==> src/rtl/rlwe_vec_lsu_if.sv <==
// Interfaces for the RLWE vector LSU.
// EXU command/response side and the beat-wide data-memory side.

interface rlwe_vec_lsu_exu_if #(
    parameter int LANES  = 16,
    parameter int ELEM_W = 32,
    parameter int AW     = 32
);
    logic                      exu2lsu_req;
    logic [2:0]                exu2lsu_cmd;
    logic [AW-1:0]             exu2lsu_addr;
    logic [LANES*ELEM_W-1:0]   exu2lsu_s_data;
    logic                      lsu2exu_rdy;
    logic [LANES*ELEM_W-1:0]   lsu2exu_l_data;
    logic                      lsu2exu_exc;
    logic [3:0]                lsu2exu_exc_code;
    logic                      lsu_busy;

    modport master (
        output exu2lsu_req, exu2lsu_cmd, exu2lsu_addr, exu2lsu_s_data,
        input  lsu2exu_rdy, lsu2exu_l_data, lsu2exu_exc,
        input  lsu2exu_exc_code, lsu_busy
    );

    modport slave (
        input  exu2lsu_req, exu2lsu_cmd, exu2lsu_addr, exu2lsu_s_data,
        output lsu2exu_rdy, lsu2exu_l_data, lsu2exu_exc,
        output lsu2exu_exc_code, lsu_busy
    );
endinterface

interface rlwe_vec_lsu_dmem_if #(
    parameter int BUS_LANES = 4,
    parameter int ELEM_W    = 32,
    parameter int AW        = 32
);
    logic                          lsu2dmem_req;
    logic                          lsu2dmem_cmd;
    logic                          lsu2dmem_width;
    logic [AW-1:0]                 lsu2dmem_addr;
    logic [BUS_LANES*ELEM_W-1:0]   lsu2dmem_wdata;
    logic                          dmem2lsu_req_ack;
    logic [BUS_LANES*ELEM_W-1:0]   dmem2lsu_rdata;
    logic [1:0]                    dmem2lsu_resp;

    modport master (
        output lsu2dmem_req, lsu2dmem_cmd, lsu2dmem_width,
        output lsu2dmem_addr, lsu2dmem_wdata,
        input  dmem2lsu_req_ack, dmem2lsu_rdata, dmem2lsu_resp
    );

    modport slave (
        input  lsu2dmem_req, lsu2dmem_cmd, lsu2dmem_width,
        input  lsu2dmem_addr, lsu2dmem_wdata,
        output dmem2lsu_req_ack, dmem2lsu_rdata, dmem2lsu_resp
    );
endinterface

==> src/rtl/rlwe_vec_lsu.sv <==
// RLWE vector load/store unit.
// Splits a vector access into bus-wide beats and reassembles loads.

module rlwe_vec_lsu #(
    parameter int LANES     = 16,
    parameter int ELEM_W    = 32,
    parameter int BUS_LANES = 4,
    parameter int AW        = 32
) (
    input  logic                clk,
    input  logic                rst_n,
    rlwe_vec_lsu_exu_if.slave   exu,
    rlwe_vec_lsu_dmem_if.master dmem
);

    localparam int BEATS  = LANES / BUS_LANES;
    localparam int BW     = (BEATS > 1) ? $clog2(BEATS) : 1;
    localparam int VW     = LANES * ELEM_W;
    localparam int BUSW   = BUS_LANES * ELEM_W;
    localparam int BEAT_B = BUSW / 8;
    localparam int VA     = $clog2(VW / 8);

    localparam logic [2:0] C_LW = 3'd1;
    localparam logic [2:0] C_SW = 3'd2;
    localparam logic [2:0] C_LV = 3'd3;
    localparam logic [2:0] C_SV = 3'd4;

    localparam logic [1:0] R_OK  = 2'd1;
    localparam logic [1:0] R_ERR = 2'd2;

    localparam logic [3:0] E_LD_MIS = 4'd4;
    localparam logic [3:0] E_LD_ACC = 4'd5;
    localparam logic [3:0] E_ST_MIS = 4'd6;
    localparam logic [3:0] E_ST_ACC = 4'd7;

    typedef enum logic [1:0] {
        IDLE,
        REQ,
        WAIT,
        DONE
    } state_t;

    state_t            state_q, state_d;
    logic [BW-1:0]     beat_q, beat_d;
    logic              err_q, err_d;
    logic [2:0]        cmd_q, cmd_d;
    logic [AW-1:0]     addr_q, addr_d;
    logic [VW-1:0]     sdata_q, sdata_d;
    logic [VW-1:0]     ldata_q, ldata_d;

    logic              in_ld, in_st, in_vec, in_valid, in_mis;
    logic              q_ld, q_st, q_vec, q_last;
    logic [BUSW-1:0]   beat_wdata;

    // Decode of the incoming command and its alignment.
    always_comb begin
        in_ld    = (exu.exu2lsu_cmd == C_LW) || (exu.exu2lsu_cmd == C_LV);
        in_st    = (exu.exu2lsu_cmd == C_SW) || (exu.exu2lsu_cmd == C_SV);
        in_vec   = (exu.exu2lsu_cmd == C_LV) || (exu.exu2lsu_cmd == C_SV);
        in_valid = in_ld || in_st;
        if (in_vec) begin
            in_mis = |exu.exu2lsu_addr[VA-1:0];
        end else begin
            in_mis = in_valid && (|exu.exu2lsu_addr[1:0]);
        end
    end

    // Decode of the latched command and the current beat's write lanes.
    always_comb begin
        q_ld   = (cmd_q == C_LW) || (cmd_q == C_LV);
        q_st   = (cmd_q == C_SW) || (cmd_q == C_SV);
        q_vec  = (cmd_q == C_LV) || (cmd_q == C_SV);
        q_last = !q_vec || (beat_q == BW'(BEATS - 1));
        beat_wdata = sdata_q[int'(beat_q)*BUSW +: BUSW];
        if (!q_vec) begin
            beat_wdata = '0;
            beat_wdata[ELEM_W-1:0] = sdata_q[ELEM_W-1:0];
        end
    end

    // State and datapath registers.
    always_ff @(posedge clk or negedge rst_n) begin
        if (!rst_n) begin
            state_q <= IDLE;
            beat_q  <= '0;
            err_q   <= 1'b0;
            cmd_q   <= '0;
            addr_q  <= '0;
            sdata_q <= '0;
            ldata_q <= '0;
        end else begin
            state_q <= state_d;
            beat_q  <= beat_d;
            err_q   <= err_d;
            cmd_q   <= cmd_d;
            addr_q  <= addr_d;
            sdata_q <= sdata_d;
            ldata_q <= ldata_d;
        end
    end

    // Next-state logic: accept, issue beats, collect responses.
    always_comb begin
        state_d = state_q;
        beat_d  = beat_q;
        err_d   = err_q;
        cmd_d   = cmd_q;
        addr_d  = addr_q;
        sdata_d = sdata_q;
        ldata_d = ldata_q;
        unique case (state_q)
            IDLE: begin
                if (exu.exu2lsu_req && in_valid && !in_mis) begin
                    cmd_d   = exu.exu2lsu_cmd;
                    addr_d  = exu.exu2lsu_addr;
                    sdata_d = exu.exu2lsu_s_data;
                    beat_d  = '0;
                    err_d   = 1'b0;
                    state_d = REQ;
                end
            end
            REQ: begin
                if (dmem.dmem2lsu_req_ack) begin
                    state_d = WAIT;
                end
            end
            WAIT: begin
                if (dmem.dmem2lsu_resp == R_OK) begin
                    if (q_ld && q_vec) begin
                        ldata_d[int'(beat_q)*BUSW +: BUSW] = dmem.dmem2lsu_rdata;
                    end else if (q_ld) begin
                        ldata_d = '0;
                        ldata_d[ELEM_W-1:0] = dmem.dmem2lsu_rdata[ELEM_W-1:0];
                    end
                    if (q_last) begin
                        state_d = DONE;
                    end else begin
                        beat_d  = beat_q + BW'(1);
                        state_d = REQ;
                    end
                end else if (dmem.dmem2lsu_resp == R_ERR) begin
                    err_d   = 1'b1;
                    state_d = DONE;
                end
            end
            DONE: begin
                state_d = IDLE;
            end
            default: begin
                state_d = IDLE;
            end
        endcase
    end

    // Output decode for both the EXU and the memory side.
    always_comb begin
        exu.lsu2exu_rdy      = 1'b0;
        exu.lsu2exu_exc      = 1'b0;
        exu.lsu2exu_exc_code = '0;
        dmem.lsu2dmem_req    = 1'b0;
        dmem.lsu2dmem_cmd    = 1'b0;
        dmem.lsu2dmem_width  = 1'b0;
        dmem.lsu2dmem_addr   = '0;
        dmem.lsu2dmem_wdata  = '0;
        unique case (state_q)
            IDLE: begin
                if (exu.exu2lsu_req && (!in_valid || in_mis)) begin
                    exu.lsu2exu_rdy = 1'b1;
                    exu.lsu2exu_exc = in_mis;
                    if (in_mis) begin
                        exu.lsu2exu_exc_code = in_ld ? E_LD_MIS : E_ST_MIS;
                    end
                end
            end
            REQ: begin
                dmem.lsu2dmem_req   = 1'b1;
                dmem.lsu2dmem_cmd   = q_st;
                dmem.lsu2dmem_width = q_vec;
                dmem.lsu2dmem_addr  = addr_q + (AW'(beat_q) * AW'(BEAT_B));
                dmem.lsu2dmem_wdata = beat_wdata;
            end
            DONE: begin
                exu.lsu2exu_rdy = 1'b1;
                exu.lsu2exu_exc = err_q;
                if (err_q) begin
                    exu.lsu2exu_exc_code = q_ld ? E_LD_ACC : E_ST_ACC;
                end
            end
            default: begin
            end
        endcase
    end

    assign exu.lsu2exu_l_data = ldata_q;
    assign exu.lsu_busy       = (state_q != IDLE);

endmodule

==> src/flat_wrapper.sv <==
// flat-port wrapper written by rule: the top's interface ports become plain ports
module rlwe_vec_lsu_flat 
#(
    parameter int LANES     = 16,
    parameter int ELEM_W    = 32,
    parameter int BUS_LANES = 4,
    parameter int AW        = 32
)
  (clk, rst_n, exu_exu2lsu_req, exu_exu2lsu_cmd, exu_exu2lsu_addr, exu_exu2lsu_s_data, exu_lsu2exu_rdy, exu_lsu2exu_l_data, exu_lsu2exu_exc, exu_lsu2exu_exc_code, exu_lsu_busy, dmem_lsu2dmem_req, dmem_lsu2dmem_cmd, dmem_lsu2dmem_width, dmem_lsu2dmem_addr, dmem_lsu2dmem_wdata, dmem_dmem2lsu_req_ack, dmem_dmem2lsu_rdata, dmem_dmem2lsu_resp);
  rlwe_vec_lsu_exu_if #(.LANES(LANES), .ELEM_W(ELEM_W), .AW(AW)) exu_i ();
  rlwe_vec_lsu_dmem_if #(.BUS_LANES(BUS_LANES), .ELEM_W(ELEM_W), .AW(AW)) dmem_i ();
  input  logic clk;
  input  logic rst_n;
  input wire logic [$bits(exu_i.exu2lsu_req)-1:0] exu_exu2lsu_req;
  input wire logic [$bits(exu_i.exu2lsu_cmd)-1:0] exu_exu2lsu_cmd;
  input wire logic [$bits(exu_i.exu2lsu_addr)-1:0] exu_exu2lsu_addr;
  input wire logic [$bits(exu_i.exu2lsu_s_data)-1:0] exu_exu2lsu_s_data;
  output wire logic [$bits(exu_i.lsu2exu_rdy)-1:0] exu_lsu2exu_rdy;
  output wire logic [$bits(exu_i.lsu2exu_l_data)-1:0] exu_lsu2exu_l_data;
  output wire logic [$bits(exu_i.lsu2exu_exc)-1:0] exu_lsu2exu_exc;
  output wire logic [$bits(exu_i.lsu2exu_exc_code)-1:0] exu_lsu2exu_exc_code;
  output wire logic [$bits(exu_i.lsu_busy)-1:0] exu_lsu_busy;
  output wire logic [$bits(dmem_i.lsu2dmem_req)-1:0] dmem_lsu2dmem_req;
  output wire logic [$bits(dmem_i.lsu2dmem_cmd)-1:0] dmem_lsu2dmem_cmd;
  output wire logic [$bits(dmem_i.lsu2dmem_width)-1:0] dmem_lsu2dmem_width;
  output wire logic [$bits(dmem_i.lsu2dmem_addr)-1:0] dmem_lsu2dmem_addr;
  output wire logic [$bits(dmem_i.lsu2dmem_wdata)-1:0] dmem_lsu2dmem_wdata;
  input wire logic [$bits(dmem_i.dmem2lsu_req_ack)-1:0] dmem_dmem2lsu_req_ack;
  input wire logic [$bits(dmem_i.dmem2lsu_rdata)-1:0] dmem_dmem2lsu_rdata;
  input wire logic [$bits(dmem_i.dmem2lsu_resp)-1:0] dmem_dmem2lsu_resp;
  assign exu_i.exu2lsu_req = exu_exu2lsu_req;
  assign exu_i.exu2lsu_cmd = exu_exu2lsu_cmd;
  assign exu_i.exu2lsu_addr = exu_exu2lsu_addr;
  assign exu_i.exu2lsu_s_data = exu_exu2lsu_s_data;
  assign exu_lsu2exu_rdy = exu_i.lsu2exu_rdy;
  assign exu_lsu2exu_l_data = exu_i.lsu2exu_l_data;
  assign exu_lsu2exu_exc = exu_i.lsu2exu_exc;
  assign exu_lsu2exu_exc_code = exu_i.lsu2exu_exc_code;
  assign exu_lsu_busy = exu_i.lsu_busy;
  assign dmem_lsu2dmem_req = dmem_i.lsu2dmem_req;
  assign dmem_lsu2dmem_cmd = dmem_i.lsu2dmem_cmd;
  assign dmem_lsu2dmem_width = dmem_i.lsu2dmem_width;
  assign dmem_lsu2dmem_addr = dmem_i.lsu2dmem_addr;
  assign dmem_lsu2dmem_wdata = dmem_i.lsu2dmem_wdata;
  assign dmem_i.dmem2lsu_req_ack = dmem_dmem2lsu_req_ack;
  assign dmem_i.dmem2lsu_rdata = dmem_dmem2lsu_rdata;
  assign dmem_i.dmem2lsu_resp = dmem_dmem2lsu_resp;
  rlwe_vec_lsu #(.LANES(LANES), .ELEM_W(ELEM_W), .BUS_LANES(BUS_LANES), .AW(AW)) u_core (.clk(clk), .rst_n(rst_n), .exu(exu_i), .dmem(dmem_i));
endmodule
==> config.mk <==
export PLATFORM = sky130hd
export DESIGN_NAME = rlwe_vec_lsu_flat
export DESIGN_NICKNAME = d
export VERILOG_FILES = /design/src/rtl/rlwe_vec_lsu_if.sv /design/src/rtl/rlwe_vec_lsu.sv /design/src/flat_wrapper.sv
export SDC_FILE = /design/constraint.sdc
export NUM_CORES = 2
export LEC_CHECK = 0
export CAP_MARGIN = 5
export CORE_AREA = 2 2 525 527
export DETAILED_ROUTE_END_ITERATION = 8
export DIE_AREA = 0 0 527 529
export DONT_BUFFER_PORTS = 1
export PLACE_DENSITY_LB_ADDON = 0.05
export SKIP_CTS_REPAIR_TIMING = 1
export SLEW_MARGIN = 20
export SYNTH_ARGS = -nofsm -noshare
export SYNTH_HDL_FRONTEND = slang
export SYNTH_SLANG_ARGS = --single-unit
==> constraint.sdc <==
create_clock -name clk -period 3.75 [get_ports clk]
set_input_delay 0.5625 -clock clk [delete_from_list [all_inputs] [get_ports clk]]
set_output_delay 0.5625 -clock clk [all_outputs]
set_load 0.01 [all_outputs]
# --- Yosys cells after proc, flatten, opt, wreduce, memory -nomap -nowiden ---
# Cells that the tools add are included.
# Widths: inputs -> output; s select.
classes:
  mux: 34
  shift: 3
  reduce_logical: 28
  add_sub_neg: 3
  eq_ne: 21
ops:
  columns: ["cell", "count"]
  rows:
  - ["$mux 512", 2]
  - ["$bwmux 512", 1]
  - ["$shift 128x33->512 const A", 1]
  - ["$shiftx 128x33->512", 1]
  - ["$shiftx 512x10->128", 1]
  - ["$mux 128", 2]
  - ["$neg 9->33", 1]
  - ["$add 32x6->32", 1]
  - ["$mux 32", 1]
  - ["$mux 2", 10]
  - ["$eq 3x2->1 const B", 4]
  - ["$mux 4", 3]
  - ["$logic_or 1x1->1", 9]
  - ["$mux 1", 9]
  - ["$eq 2x2->1 const B", 4]
  - ["$pmux 2 s4", 1]
  - ["$pmux 4 s2", 1]
  - ["$reduce_and 4->1", 2]
  - ["$eq 3x1->1 const B", 2]
  - ["$eq 3x3->1 const B", 2]
  - ["$ne 2x1->1 const B", 3]
  - ["$ne 2x2->1 const B", 3]
  - ["$pmux 1 s2", 3]
  - ["$reduce_and 3->1", 2]
  - ["11 further kinds", 20]
totals:
  regBits: 1064
  output_inout_bits: 682
  word_cells: 96
  inputBits: 681

# --- Longest topological paths before layout ---
depth:
  word_depth: 9
  mapped_depth: 12
  depth_no_buf: 7

# --- Worst setup path after synthesis ---
# No wires, ideal clock.
synth_timing:
  path_type: "register to output"
  start: "reg u_core.beat_q[1]"
  end: "out dmem_lsu2dmem_addr[30]"
  arrival_ns: 3.305
  setup_slack_ns: -0.117
  path_stages_with_launch: 11
  t_required_ns: 3.188
  path_buffers: 4
  path_cell_list: "dfrtp_1 clkbuf_1 clkbuf_1 buf_1 inv_1 fa_1 and4b_1 nand3_1 clkbuf_1 or4_1 a21oi_1"
synth_via:
  elab_chain_len: 2
synth_rtl:
  columns: ["item", "line_no", "rtl"]
  rows:
  - ["start, declared", "rlwe_vec_lsu.sv:44", "logic [BW-1:0] beat_q, beat_d;"]
  - ["start signal, assigned", "rlwe_vec_lsu.sv:93", "beat_q <= beat_d;"]
  - ["$add 32x6->32", "rlwe_vec_lsu.sv:179", "dmem.lsu2dmem_addr = addr_q + (AW'(beat_q) * AW'(BEAT_B));"]
  - ["$mux 32", "rlwe_vec_lsu.sv:165", "unique case (state_q)"]
  - ["end, declared", "flat_wrapper.sv:26", "output wire logic [$bits(dmem_i.lsu2dmem_addr)-1:0] dmem_lsu2dmem_addr;"]
# Every way passes these cells.

# --- Final worst setup path ---
layout_timing:
  start: "reg u_core.beat_q[0]"
  end: "out dmem_lsu2dmem_addr[22]"
# Same word-level chain as after synthesis.

==> impl_results.md <==
* Final wirelength at between 200000 and 250000 µm
* Yosys reg bits at ~1100
* Sw frac at 31.8%
* Cell Area, Placed at 0.0505 mm²
* Setup TNS at 0 ps
* Final instance area at about 0.063 mm²
* Critical Path AT at 3140 ps
* Final Max Tran Viols at 0
* Syn Inst Count at roughly 3600
* Buf/Inv on CP at 2
* PortBufs at 0
* Clock power frac at 36.3%
* Slowest stage delay, CP at roughly 500 ps
* Initial Utilization at ~17%
* Worst-Margin Slew at 1020 ps
* Chip Height at 529 µm
* Internal power at approximately 27 mW
* Via density at 4.14
* H-tree depth at 4
* Share of cells above drive strength 1 at ~24%
* Worst-skew pair later-pin latency at roughly 810 ps
* CTS Root Buffer Type: clkbuf_16
* # nets final at between 4000 and 5000
* Async set or reset register ratio after synthesis at 100%
* Num CTS Buffers at between 150 and 200
* VDD IR-drop max at 0.412 mV
* Crit Path Class: reg -> out
* Vias in the first global route at between 30000 and 40000
* Comb power frac at roughly a quarter
* RSZ-0062 raised after global routing: true
* Final Cycle Share at between 90% and 100%
* Max Cap Viol at 0
* Area Overhead vs Synth at 36.3%
* Register clock-pin slew on the reported worst setup and hold paths at roughly 50 ps
* Psw at roughly 12 mW
* Slew HR at 31.7%
* Worst path cell trace: ha_4 > inv_1 > fa_2 > and4b_4 > nand3_4 > or4_1 > a21oi_1 > buf_4
* Minimum clock period at 3710 ps
* Filler instances at between 20000 and 30000
* DRC Markers at 0
* Grt total ovfl at 0
* Status: complete, no violations
* Pwr dens at about 620 mW/mm²
* Hold WC Path Type: in -> reg
* CTS Buffer Depth at 4
* CP delay by family, top: simple AND/OR/NAND/NOR gates
* Full die area at around 0.28 mm²
* Final HPWL DP at roughly 180000 µm
* Register-to-Register Setup Slack at ~540 ps
* Avg Cell Area, Syn at between 10 and 15 µm²
* Synthesis Warnings at 0
* Core area at between 0.2 and 0.3 mm²
* Site row count at roughly 190
* I/O Pins at ~1400
* Netlist cell types at 63
* RD Place Congestion at around 0.78
* Routed Antenna Nets at 0
* Leakage at between 20 and 30 nW
* Startpoint types: flop
* Final setup fails at 0
* Seq/Total Area, Yosys at 58.0%
* Global Route Usage Sum at ~17%
* Pwr Total at ~40 mW
* WL/cell at between 30 and 40 µm
* Synthesized Nets at about 4300
* Worst Path Max Fanout at 7
* DRT Pass-1 Iters at 6
* Critical Path RT at between 3000 and 4000 ps
* Initial antenna violation count at about 150
* Crit end category: output pin
* Final Skew at roughly 28 ps
* Fmax at about 270 MHz
* DIE WIDTH at roughly 530 µm
* Main synth FF type: dfrtp_1
* Share of power burned in registers at between 30 and 40%
* Largest net degree at the start of global routing at between 100 and 150
* Total number of vias at about 33000
* # clock sinks at about 1100
* Iter 0 DRT Violations at approximately 1800
* Slowest-stage cell, CP: or4_1
* TritonCTS clock tree: built
* First-pass GRT wire length at roughly 320000 µm
* Synthesized cell area at 0.0459 mm²
* Endpoints failing hold at 0
* Post-synth EDFFs at 0
power by group through the flow:
| stage | logic (mW) | clock network (mW) | registers, mW |
|---|---|---|---|
| after floorplan | 5.66 | 0 | 14.9 |
| after global placement | 8.46 | 0 | 15.8 |
| after detailed placement | 8.50 | 0 | 15.8 |
| after CTS | 8.53 | 14.9 | 15.6 |
| after global routing | 10.1 | 15.2 | 15.9 |
| final | 9.28 | 14.2 | 15.6 |
Yosys cell counts, types with 26 or more instances:
cell	n	area, µm²
o21ai_0	139	696
dfrtp_1	1064	26600
a22o_1	43	377
mux4_2	96	2160
a22oi_1	32	240
mux2_4	160	2400
o31ai_1	264	1980
clkbuf_1	221	830
buf_2	43	215
nand2_1	612	2300
a32o_1	85	851
nor2_1	51	191
mux2_2	384	4320
o2bb2ai_1	32	280
and3_1	101	632
buf_1	26	97.6
mux2i_1	35	350
cell families after synthesis:
logic type      Yosys count  synth area share (%)
simple gates            840                  7.96
flops                  1064                  58.0
xor+xnor                 12                 0.229
compound gates          634                  10.3
fa+ha+maj                11                 0.316
mux                     675                  20.1
buf+inv                 326                  3.09
other cells               1               0.00817
stage by stage:
stage          hold WS [ps]  setup slack [ps]  instances  utilization (%)
3_3_place_gp            486               397       6954             18.5
2_1_floorplan           267               118       3563                -
5_1_grt              0.0213              -131       7957             22.9
6_report               33.9              42.7       7975             22.9
4_1_cts                -374              -551       7209             20.2
3_5_place_dp            488               375       6954             18.5
worst register-to-register path, stage by stage, from the launching register on:
cell       delay [ps]
dfrtp_1           450
inv_1             110
ha_1              310
nand3b_1          190
a2111oi_4         100
nor2_4            620
buf_4             830
mux2_2            480
layout by cell type (no fill, tap or decap), types with 85 or more instances in the layout:
cell and count:
mux2_4 160, mux4_2 96, o31ai_1 261, a32o_1 85
mux2_2 384, dlygate4sd3_1 675, o21ai_0 138, and3_1 100
dfrtp_1 1062, nand2_1 611, clkbuf_16 155
registers in the layout, summed over array words and instances (netlist names):
register                   flops
u_core.addr_q                 32
u_core.exu.lsu2exu_l_data    512
u_core.cmd_q                   3
u_core.state_q                 2
u_core.sdata_q               512
u_core.beat_q                  2
u_core.err_q                   1
area by class of cell:
| class | count | area [µm²] | share of cell area (%) |
|---|---|---|---|
| diodes | 70 | 175 | 0.280 |
| clock buffers | 228 | 4440 | 7.09 |
| clock inverters | 27 | 280 | 0.448 |
| inverters | 16 | 62.6 | 0.0999 |
| multi-input cells | 2176 | 18200 | 29.1 |
| flip-flops and latches | 1064 | 26600 | 42.5 |
| well taps | 3589 | 4490 | 7.17 |
| repair buffers | 805 | 8320 | 13.3 |
metal layers:
layer	GRT usage [%]	part of all wire [%]	vias to the layer above
met4	4.51	2.8	116
met1	17.8	39	16800
met3	9.76	9.9	432
met2	28.0	48	1277
met5	0	0.30	-
li1	-	-	14400
path summary, 6_finish.rpt:
check | startpoint | end | cells after the start
max | u_core.beat_q[0] | dmem_lsu2dmem_addr[22] | 8
min | dmem_dmem2lsu_rdata[70] | u_core.exu.lsu2exu_l_data[326] | 2
max reg2reg | u_core.state_q[0] | u_core.sdata_q[50] | 7
min reg2reg | u_core.addr_q[2] | u_core.addr_q[2] | 1
max in group asynchronous | rst_n | u_core.sdata_q[202] | 3
min in group asynchronous | rst_n | u_core.exu.lsu2exu_l_data[250] | 2
Power figures use the tool's default switching activity.
